File: src/rtl/fifo_pkt_framer.sv
// Drains a 16-bit synchronous FIFO one word at a time and frames every PKT_WORDS words plus a sum checksum.
// Latency: 3 cycles from IDLE seeing a non-empty FIFO to m_valid_o; 4 cycles per payload word, 1 per checksum.
// Backpressure: one word in flight; m_ready_i low holds the beat and blocks further pops, empty FIFO holds in IDLE.
module fifo_pkt_framer #(
  parameter int DATA_W    = 16,
  parameter int PKT_WORDS = 4
) (
  input  logic              clk_i,
  input  logic              rst_i,
  input  logic              fifo_empty_i,
  input  logic [DATA_W-1:0] fifo_data_i,
  output logic              fifo_rd_en_o,
  output logic [DATA_W-1:0] m_data_o,
  output logic              m_valid_o,
  input  logic              m_ready_i,
  output logic              m_last_o,
  output logic [7:0]        pkt_count_o
);

  typedef enum logic [2:0] {
    IDLE,
    RD,
    LAT,
    SEND,
    CKS
  } state_t;

  localparam logic [7:0] LAST_IDX = 8'(PKT_WORDS - 1);

  state_t            state;
  logic [7:0]        idx;
  logic [DATA_W-1:0] sum;

  // Framing FSM; every output is a register set on the transition into the state that owns it.
  always_ff @(posedge clk_i or posedge rst_i) begin
    if (rst_i) begin
      state        <= IDLE;
      idx          <= 8'd0;
      sum          <= '0;
      fifo_rd_en_o <= 1'b0;
      m_data_o     <= '0;
      m_valid_o    <= 1'b0;
      m_last_o     <= 1'b0;
      pkt_count_o  <= 8'd0;
    end else begin
      case (state)
        IDLE: begin
          // The empty flag is only looked at here, so a stalled packet keeps idx and sum.
          if (!fifo_empty_i) begin
            state        <= RD;
            fifo_rd_en_o <= 1'b1;
          end
        end
        RD: begin
          fifo_rd_en_o <= 1'b0;
          state        <= LAT;
        end
        LAT: begin
          // FIFO read data is valid the cycle after the pop.
          m_data_o  <= fifo_data_i;
          sum       <= sum + fifo_data_i;
          m_valid_o <= 1'b1;
          state     <= SEND;
        end
        SEND: begin
          if (m_ready_i) begin
            if (idx == LAST_IDX) begin
              // sum already includes this word, so the checksum beat follows directly.
              idx      <= 8'd0;
              m_data_o <= sum;
              m_last_o <= 1'b1;
              state    <= CKS;
            end else begin
              idx       <= idx + 8'd1;
              m_valid_o <= 1'b0;
              state     <= IDLE;
            end
          end
        end
        CKS: begin
          if (m_ready_i) begin
            sum         <= '0;
            pkt_count_o <= pkt_count_o + 8'd1;
            m_valid_o   <= 1'b0;
            m_last_o    <= 1'b0;
            state       <= IDLE;
          end
        end
        default: begin
          state        <= IDLE;
          fifo_rd_en_o <= 1'b0;
          m_valid_o    <= 1'b0;
          m_last_o     <= 1'b0;
        end
      endcase
    end
  end

endmodule

File: config.mk
export PLATFORM = sky130hd
export DESIGN_NAME = fifo_pkt_framer
export DESIGN_NICKNAME = d
export VERILOG_FILES = /design/src/rtl/fifo_pkt_framer.sv
export SDC_FILE = /design/constraint.sdc
export NUM_CORES = 1
export LEC_CHECK = 0
export CAP_MARGIN = 40
export CORE_MARGIN = 4
export CORE_UTILIZATION = 50
export DETAILED_ROUTE_END_ITERATION = 6
export MAX_ROUTING_LAYER = met4
export PLACE_DENSITY_LB_ADDON = 0.05
export SKIP_LAST_GASP = 1
export SYNTH_ARGS = -nofsm -noshare
export SYNTH_HDL_FRONTEND = slang
export SYNTH_SLANG_ARGS = --single-unit
File: constraint.sdc
create_clock -name clk_i -period 7.5 [get_ports clk_i]
set_clock_uncertainty 0.15 [all_clocks]
set_input_delay 1.125 -clock clk_i [delete_from_list [all_inputs] [get_ports clk_i]]
set_output_delay 1.125 -clock clk_i [all_outputs]
set_load 0.01 [all_outputs]
### Yosys cells after proc, flatten, opt, wreduce, memory -nomap -nowiden

Cells that the tools add are included.

| cells by class | value |
|---|---|
| add/subtract/negate cells | 3 |
| multipliers | 0 |
| div/mod/pow operators | 0 |
| $lt $le $gt $ge | 0 |
| equal/unequal tests | 10 |
| shifts and indexed selects | 0 |
| mux-type cells | 20 |
| bitwise gates (word level) | 3 |
| reduce and logical (&&, ||, !) cells | 14 |

Operators by type and width:

| operator | count |
|---|---|
| 16-bit case mux with 2 select lines | 2 |
| 16-bit 2-to-1 mux | 3 |
| 16-bit adder | 1 |
| 8-bit by 1-bit adder with 8-bit output (second input constant) | 2 |
| 3-bit case mux with 5 select lines | 1 |
| 3-bit 2-to-1 mux | 4 |
| 2-bit inequality test (second input constant) | 5 |
| 8-bit by 2-bit equality test with 1-bit output (second input constant) | 1 |
| 8-bit 2-to-1 mux | 1 |
| 2-bit AND reduction | 4 |
| 4-bit AND reduction | 2 |
| 3-bit by 2-bit equality test with 1-bit output (second input constant) | 2 |
| 1-bit 2-to-1 mux | 6 |
| 3-bit AND reduction | 2 |
| 3-bit OR reduction | 2 |
| 1-bit case mux with 4 select lines | 1 |
| 2-bit nonzero test | 2 |
| 3-bit by 1-bit equality test with 1-bit output (second input constant) | 1 |
| 3-bit equality test (second input constant) | 1 |
| 3-bit logical NOT | 1 |
| 1-bit inverter | 3 |
| 1-bit case mux with 3 select lines | 1 |
| 1-bit case mux with 2 select lines | 1 |
| 2-bit OR reduction | 1 |

| storage, ports and cells | value |
|---|---|
| flip-flop bits (word level) | 54 |
| latch bits | 0 |
| bits in writable memories | 0 |
| bits in read-only memories | 0 |
| input port bits | 20 |
| output and inout bits | 27 |
| word-level logic and storage cells | 58 |
| memories | 0 |

### Longest topological paths before layout

Gate-level depths: netlist (run 1).

| depth | value |
|---|---|
| depth in word-level cells | 4 |
| gate-level depth with buffers | 9 |
| gate-level depth less buffers | 9 |

### Least setup slack after synthesis (run 1)

No wires, ideal clock.

| timing | value |
|---|---|
| path type | input-to-reg |
| start point | input port fifo_data_i[0] |
| end point | register sum[10] |
| data arrival time | 2.897 ns |
| data required time | 7.222 ns |
| setup slack | 4.325 ns |
| cell stages on the path | 9 |
| cells stage by stage | ha_1 > fa_1 > a21oi_1 > o21ai_0 > a21oi_1 > o21ai_0 > a21o_1 > a211oi_1 > o41ai_1 |

| between the ends | value |
|---|---|
| longest elaborated chain between the ends | 2 |

Ends and longest elaborated chain:

| what | line | RTL |
|---|---|---|
| start, declared | 11 | `input logic [DATA_W-1:0] fifo_data_i,` |
| 16-bit adder | 61 | `sum <= sum + fifo_data_i;` |
| 16-bit case mux with 2 select lines | 46 | `case (state)` |
| end signal, assigned | 61 |  |
| end, declared | 32 | `logic [DATA_W-1:0] sum;` |

No other way between the ends.
A chain may end at the register's enable or synchronous reset.

### Final worst setup path (run 1)

Ends and elaborated chain as after synthesis.

==> out/qor.txt, run 1 <==
Synth Area per Inst: 10.4 um2
Cells along the critical path: clkdlybuf4s50_1, ha_1, fa_1, a21oi_1, o21ai_0, a21oi_1, o21ai_0, a21o_1, a211oi_1, o41ai_1
Period utilisation layout: 47.4%
Via density: 5.53
Flop2flop setup slack: 4.80 ns
Max-slew violation count: 0
Most frequent cells in the layout: 54 x dfrtp_1, 46 x clkdlybuf4s50_1, 31 x nor2_1
Yosys warning count: 0
Netlist cell types: 45
Wire per inst: 14.9 um
R2r worst-path depth: 9
1st-iter DRT viols: 76
Share of layout cells above drive strength 1: 9.65%
DR DRC count: 0
DRT Pass-1 Iters: 6
Seq pwr share: 33.0%
Post-Route WL: 6200 um
Clock network fraction of design power: 12.9%
Worst r2r dst: sum[10]
Clock sinks: 54
Io pins: 47
Slew of the pin with the lowest slew margin: 0.684 ns
Gr ovfl total: 0
Die width: 85.8 um
Post-layout util: 63.0%
Hold-fix buffers, CTS: 0
Met1 Usage GRT: 25.3%
Synth Register Bits: 54
Sw Ratio: 39.6%
Crit path time final: 3.56 ns
Clock root cell: clkbuf_8
Detail Route Antenna Nets: 0
First-pass GRT wire length: 10900 um
Overall via count from detail_route: 2304
Final setup vio count: 0
Max Cap Viol: 0
Internal power: 0.916 mW
Vias in the first global route: 2316
Peak Freq: 281 MHz
Worst-path fanout max: 4
Worst Setup SP: fifo_data_i[0]
Leakage: 1.69 nW
Met2 Track Usage GR: 29.8%
WS Path Type: input port to flip-flop
I/O Buffers: 46
Die ar.: 0.00735 mm2
CTS tree: done
Post-place setup slack: 3.60 ns
Worst rel slew slack: 54.4%
Hold Slack: 0.336 ns
Peak VDD IR: 0.000221 V
Final worst setup slack: 3.94 ns
Post-Synthesis Cell Area: 0.00302 mm2
Cells after Synth: 292
Clk buf depth: 2
# diodes: 0
Final RePlAce weighted congestion: 0.805
Core ar.: 0.00589 mm2
Largest net degree at the start of global routing: 55
Finished Layout Cells: 417
Worst-path clk slew: 0.10 ns
Post_cts resized: 0
Outcome: finished, final reports clean
RSZ-0062 raised after global routing: false
Postcts setup bufs: 0
Starting Density: 51.4%
Stages on worst setup path: 10
Worst hold path class: flip-flop to flip-flop
DP HPWL: 4530 um
Crit path buffers/inverters: 1
Layout Nets: 379
Gate power share: 54.1%
R2R Path Start: sum[0]
CP max stage cell: clkdlybuf4s50_1
Worst setup SP type: input port
Critical path capture point type: flip-flop
Worst path max stage delay: 0.42 ns
Synthesized Nets: 330
Total CTS buffers: 5
Initial antenna violation count: 0
Final TNS setup: 0 ns
# H-tree levels: 2
Net Switching: 0.599 mW
Final Hold Fails: 0
Clock Latency Late Sink: 0.31 ns
GRT Util Overall: 19.0%
Worst EP arrival: 3.60 ns
Crit-path leading delay family: compound AO/OA/AOI/OAI gates
Sequential area share after synthesis: 44.7%
PwrDens: 409 mW/mm2
Grt peak-use layer: met2
Worst EP required: 7.54 ns
Die Y-Extent: 85.8 um
Area Overhead vs Synth: 22.7%
Placed cell count: 409
Met3 Track Usage GR: 2.50%
Setup crit end: sum[10]
Most common cell after layout, fill and taps aside: dfrtp_1
Site Rows: 28
==> synth_stat cells, drive strengths merged <==
| cell type | count | area share [%] |
|---|---|---|
| a21o | 8 | 2.0 |
| a211o | 1 | 0.29 |
| or3 | 2 | 0.41 |
| dfrtp | 54 | 45 |
| nor4 | 1 | 0.70 |
| o2bb2ai | 1 | 0.29 |
| inv | 9 | 1.1 |
| nor3 | 4 | 0.66 |
| o22ai | 1 | 0.21 |
| nand4 | 6 | 1.2 |
| a211oi | 1 | 0.25 |
| o211ai | 1 | 0.25 |
| a31oi | 2 | 0.41 |
| and4b | 1 | 0.33 |
| ha | 17 | 7.0 |
| and3 | 6 | 1.2 |
| nor2b | 1 | 0.21 |
| nor3b | 1 | 0.25 |
| or4b | 1 | 0.46 |
| buf | 5 | 1.3 |
| a221oi | 2 | 0.58 |
| mux2 | 2 | 0.74 |
| fa | 1 | 0.66 |
| mux2i | 16 | 5.3 |
| nor2 | 31 | 3.8 |
| nand3 | 7 | 1.2 |
| nand2b | 1 | 0.21 |
| o41ai | 1 | 0.29 |
| a21oi | 33 | 7.6 |
| clkbuf | 4 | 0.54 |
| o21ai | 10 | 1.7 |
| xnor2 | 17 | 4.9 |
| xor2 | 6 | 1.7 |
| o311ai | 1 | 0.29 |
| nand2 | 22 | 2.8 |
| a22o | 12 | 3.5 |
| o21bai | 2 | 0.50 |
| a32o | 1 | 0.33 |
==> logic make-up (layout without fill, tap and decap cells) <==
group | Yosys count | after routing | share of synthesized area, %
AO/OA/AOI/OAI | 77 | 77 | 18.4
multiplexers | 18 | 18 | 6.04
buffers and inverters | 18 | 68 | 2.98
flip-flops | 54 | 54 | 44.7
adder cells (fa/ha/maj) | 18 | 18 | 7.70
XOR/XNOR | 23 | 23 | 6.66
AND/OR/NAND/NOR | 84 | 84 | 13.5
==> layer usage <==
metal,vias up,part of all wire (%),wire length [um]
li1,1149,-,-
met1,1091,47,2910
met2,53,47,2920
met3,11,3.8,235
met4,0,2.0,127
met5,-,0,0
==> area by class of cell <==
class / instances / area (um2)
Fill cell: 507 / 2180
Multi-Input combinational cell: 220 / 1580
Sequential cell: 54 / 1350
Timing Repair Buffer: 51 / 538
Tap cell: 75 / 93.8
Clock buffer: 6 / 72.6
Clock inverter: 2 / 37.5
Inverter: 9 / 33.8
==> power by group through the flow <==
stage | Clock (mW) | Combinational [mW] | Sequential [mW]
CTS | 0.202 | 0.826 | 0.500
detailed placement | 0 | 0.820 | 0.506
global placement | 0 | 0.773 | 0.501
floorplan | 0 | 0.561 | 0.505
global route | 0.214 | 0.916 | 0.517
finish | 0.196 | 0.820 | 0.499
==> state kept, by name (all words and copies together) (netlist names) <==
signal	cells
fifo_rd_en_o	1
idx	8
m_data_o	16
m_last_o	1
m_valid_o	1
pkt_count_o	8
state	3
sum	16
==> metrics by stage <==
stage	cell area [um2]	total power, mW
CTS	3710	1.53
global route	3710	1.65
global placement	3540	1.27
detailed placement	3600	1.33
finish	3710	1.52
floorplan	3020	1.07
==> worst register-to-register path, delay by kind of cell (launching register included) <==
family                   cells  cell delay [ns]
AO/OA/AOI/OAI                7             1.43
flip-flops                   1             0.41
adder cells (fa/ha/maj)      2             0.61
==> how the worst min path moves through the flow <==
stage                         startpoint  cells past startpoint              to  slack, ns
after detailed placement  pkt_count_o[7]                      1  pkt_count_o[7]       0.33
after global placement    pkt_count_o[7]                      1  pkt_count_o[7]       0.31
after floorplan                   idx[7]                      1          idx[7]       0.30
after global routing              idx[7]                      1          idx[7]       0.38
final                     pkt_count_o[7]                      1  pkt_count_o[7]       0.34
after CTS                 pkt_count_o[7]                      1  pkt_count_o[7]       0.35
(Power assumes the default switching activity.)
==> run 2: changes to the inputs <==
- CORE_UTILIZATION: 50 -> 49
- clock period: 7.5 -> 3.2 ns (I/O delays scaled with it)
==> run 2 against run 1 <==
Net effect: power is 130% higher; clock power is 130% higher; combinational power is 130% higher; sequential cell count stayed put; final cell count is 0.48% higher; sequential power is 130% higher; via count hardly changed; count of clock-buffer cells in the layout stayed put; first-iteration DRC count is 3.9% lower; wire length is 1.4% lower; global-route usage is 1.3 points lower.
==> out/qor.txt, run 2 (synthesis gave the netlist of run 1 again) <==
DR DRC count: 0
Final setup vio count: 0
Top Registers: m_data_o: 16 flops, sum: 16 flops
Worst rel slew slack: 53.8%
Clk buf depth: 2
Max Cap Viol: 0
# diodes: 0
Post_cts resized: 0
Gr ovfl total: 0
Wire per inst: 14.6 um
Slew of the pin with the lowest slew margin: 0.693 ns
Post-place setup slack: 0.00508 ns
Vias in the first global route: 2184
DP HPWL: 4350 um
WHS Endpoint: pkt_count_o[7]
Peak Freq: 346 MHz
WS Path Type: input port to flip-flop
Final TNS setup: 0 ns
Hold Slack: 0.325 ns
Initial antenna violation count: 0
PwrDens: 946 mW/mm2
Core ar.: 0.00596 mm2
Worst EP arrival: 2.92 ns
Peak VDD IR: 0.000432 V
Startpoint of the worst hold path: pkt_count_o[7]
RSZ-0062 raised after global routing: false
Share of layout cells above drive strength 1: 10.2%
Site Rows: 28
Largest net degree at the start of global routing: 55
Layout Nets: 381
Overall via count from detail_route: 2306
Worst EP required: 3.22 ns
Crit path time final: 2.89 ns
Die ar.: 0.00749 mm2
Clock Latency Late Sink: 0.30 ns
Io pins: 47
Post-layout util: 62.1%
Post-Route WL: 6110 um
# H-tree levels: 2
Period utilisation layout: 90.3%
R2R Path Start: sum[0]
Area Overhead vs Synth: 22.3%
Most common cell after layout, fill and taps aside: dfrtp_1
Fillcell total: 510
Max-slew violation count: 0
GRT Util Overall: 17.7%
Total CTS buffers: 5
Die width: 86.5 um
Via density: 5.50
Final RePlAce weighted congestion: 0.855
Flop2flop setup slack: 0.53 ns
First-pass GRT wire length: 10200 um
Detail Route Antenna Nets: 0
Worst setup SP type: input port
CTS tree: done
Critical path capture point type: flip-flop
Die Y-Extent: 86.5 um
Leakage: 1.69 nW
Worst hold path class: flip-flop to flip-flop
Finished Layout Cells: 419
Worst r2r dst: sum[10]
Starting Density: 50.8%
Hold Path Depth: 1
Worst-path fanout max: 4
Hold-fix buffers, CTS: 0
DRT Pass-1 Iters: 5
Most frequent cells in the layout: 54 x dfrtp_1, 46 x clkdlybuf4s50_1, 31 x nor2_1
Clock root cell: clkbuf_8
1st-iter DRT viols: 73
Outcome: finished, final reports clean
R2r worst-path depth: 9
Final Hold Fails: 0
Final worst setup slack: 0.310 ns
Worst-path clk slew: 0.10 ns
Clock sinks: 54
Placed cell count: 411
I/O Buffers: 46
Postcts setup bufs: 0
-- run 2: where the power goes --
group          switching (mW)  internal [mW]
logic                   0.939          0.930
clock network           0.222          0.234
registers               0.221          0.950
-- run 2: layout make-up --
class | count | area (um2) | area share (%)
multi-input cells | 220 | 1580 | 42.8
flip-flops and latches | 54 | 1350 | 36.6
repair buffers | 53 | 526 | 14.2
well taps | 75 | 93.8 | 2.54
clock buffers | 6 | 72.6 | 1.96
clock inverters | 2 | 37.5 | 1.02
inverters | 9 | 33.8 | 0.914
-- run 2: worst max path at each step --
stage,end,start,cells after the start
after global routing,sum[14],fifo_data_i[0],10
after global placement,sum[14],fifo_data_i[0],10
after floorplan,sum[10],fifo_data_i[0],9
final,sum[10],fifo_data_i[0],10
after CTS,sum[10],fifo_data_i[0],10
after detailed placement,sum[10],fifo_data_i[0],10
-- run 2: worst max-delay path, cell delays in order --
cell and delay [ns]:
clkdlybuf4s50_1 0.42, ha_1 0.23, fa_1 0.40, a21oi_1 0.21, o21ai_0 0.11, a21oi_1 0.35
o21ai_0 0.18, a21o_1 0.20, a211oi_1 0.23, o41ai_1 0.09
-- run 2: through the flow --
step,area (um2),power (mW)
final,3700,3.50
after global routing,3700,3.78
after CTS,3700,3.53
after detailed placement,3590,3.06
after global placement,3590,3.03
after floorplan,3020,2.50
-- run 2: per-layer routing --
layer / part of all wire, % / vias to the layer above / global-route usage [%]
met5: 0 / - / -
met4: 1.1 / 0 / 4.82
met3: 3.9 / 7 / 3.71
met2: 46 / 50 / 27.4
met1: 49 / 1091 / 23.8
li1: - / 1158 / -
==> run 3: changes to the inputs <==
- SKIP_CTS_REPAIR_TIMING: default -> 1
==> results of run 3 <==
The final DEF is identical to that of run 2; final timing and power are the same.
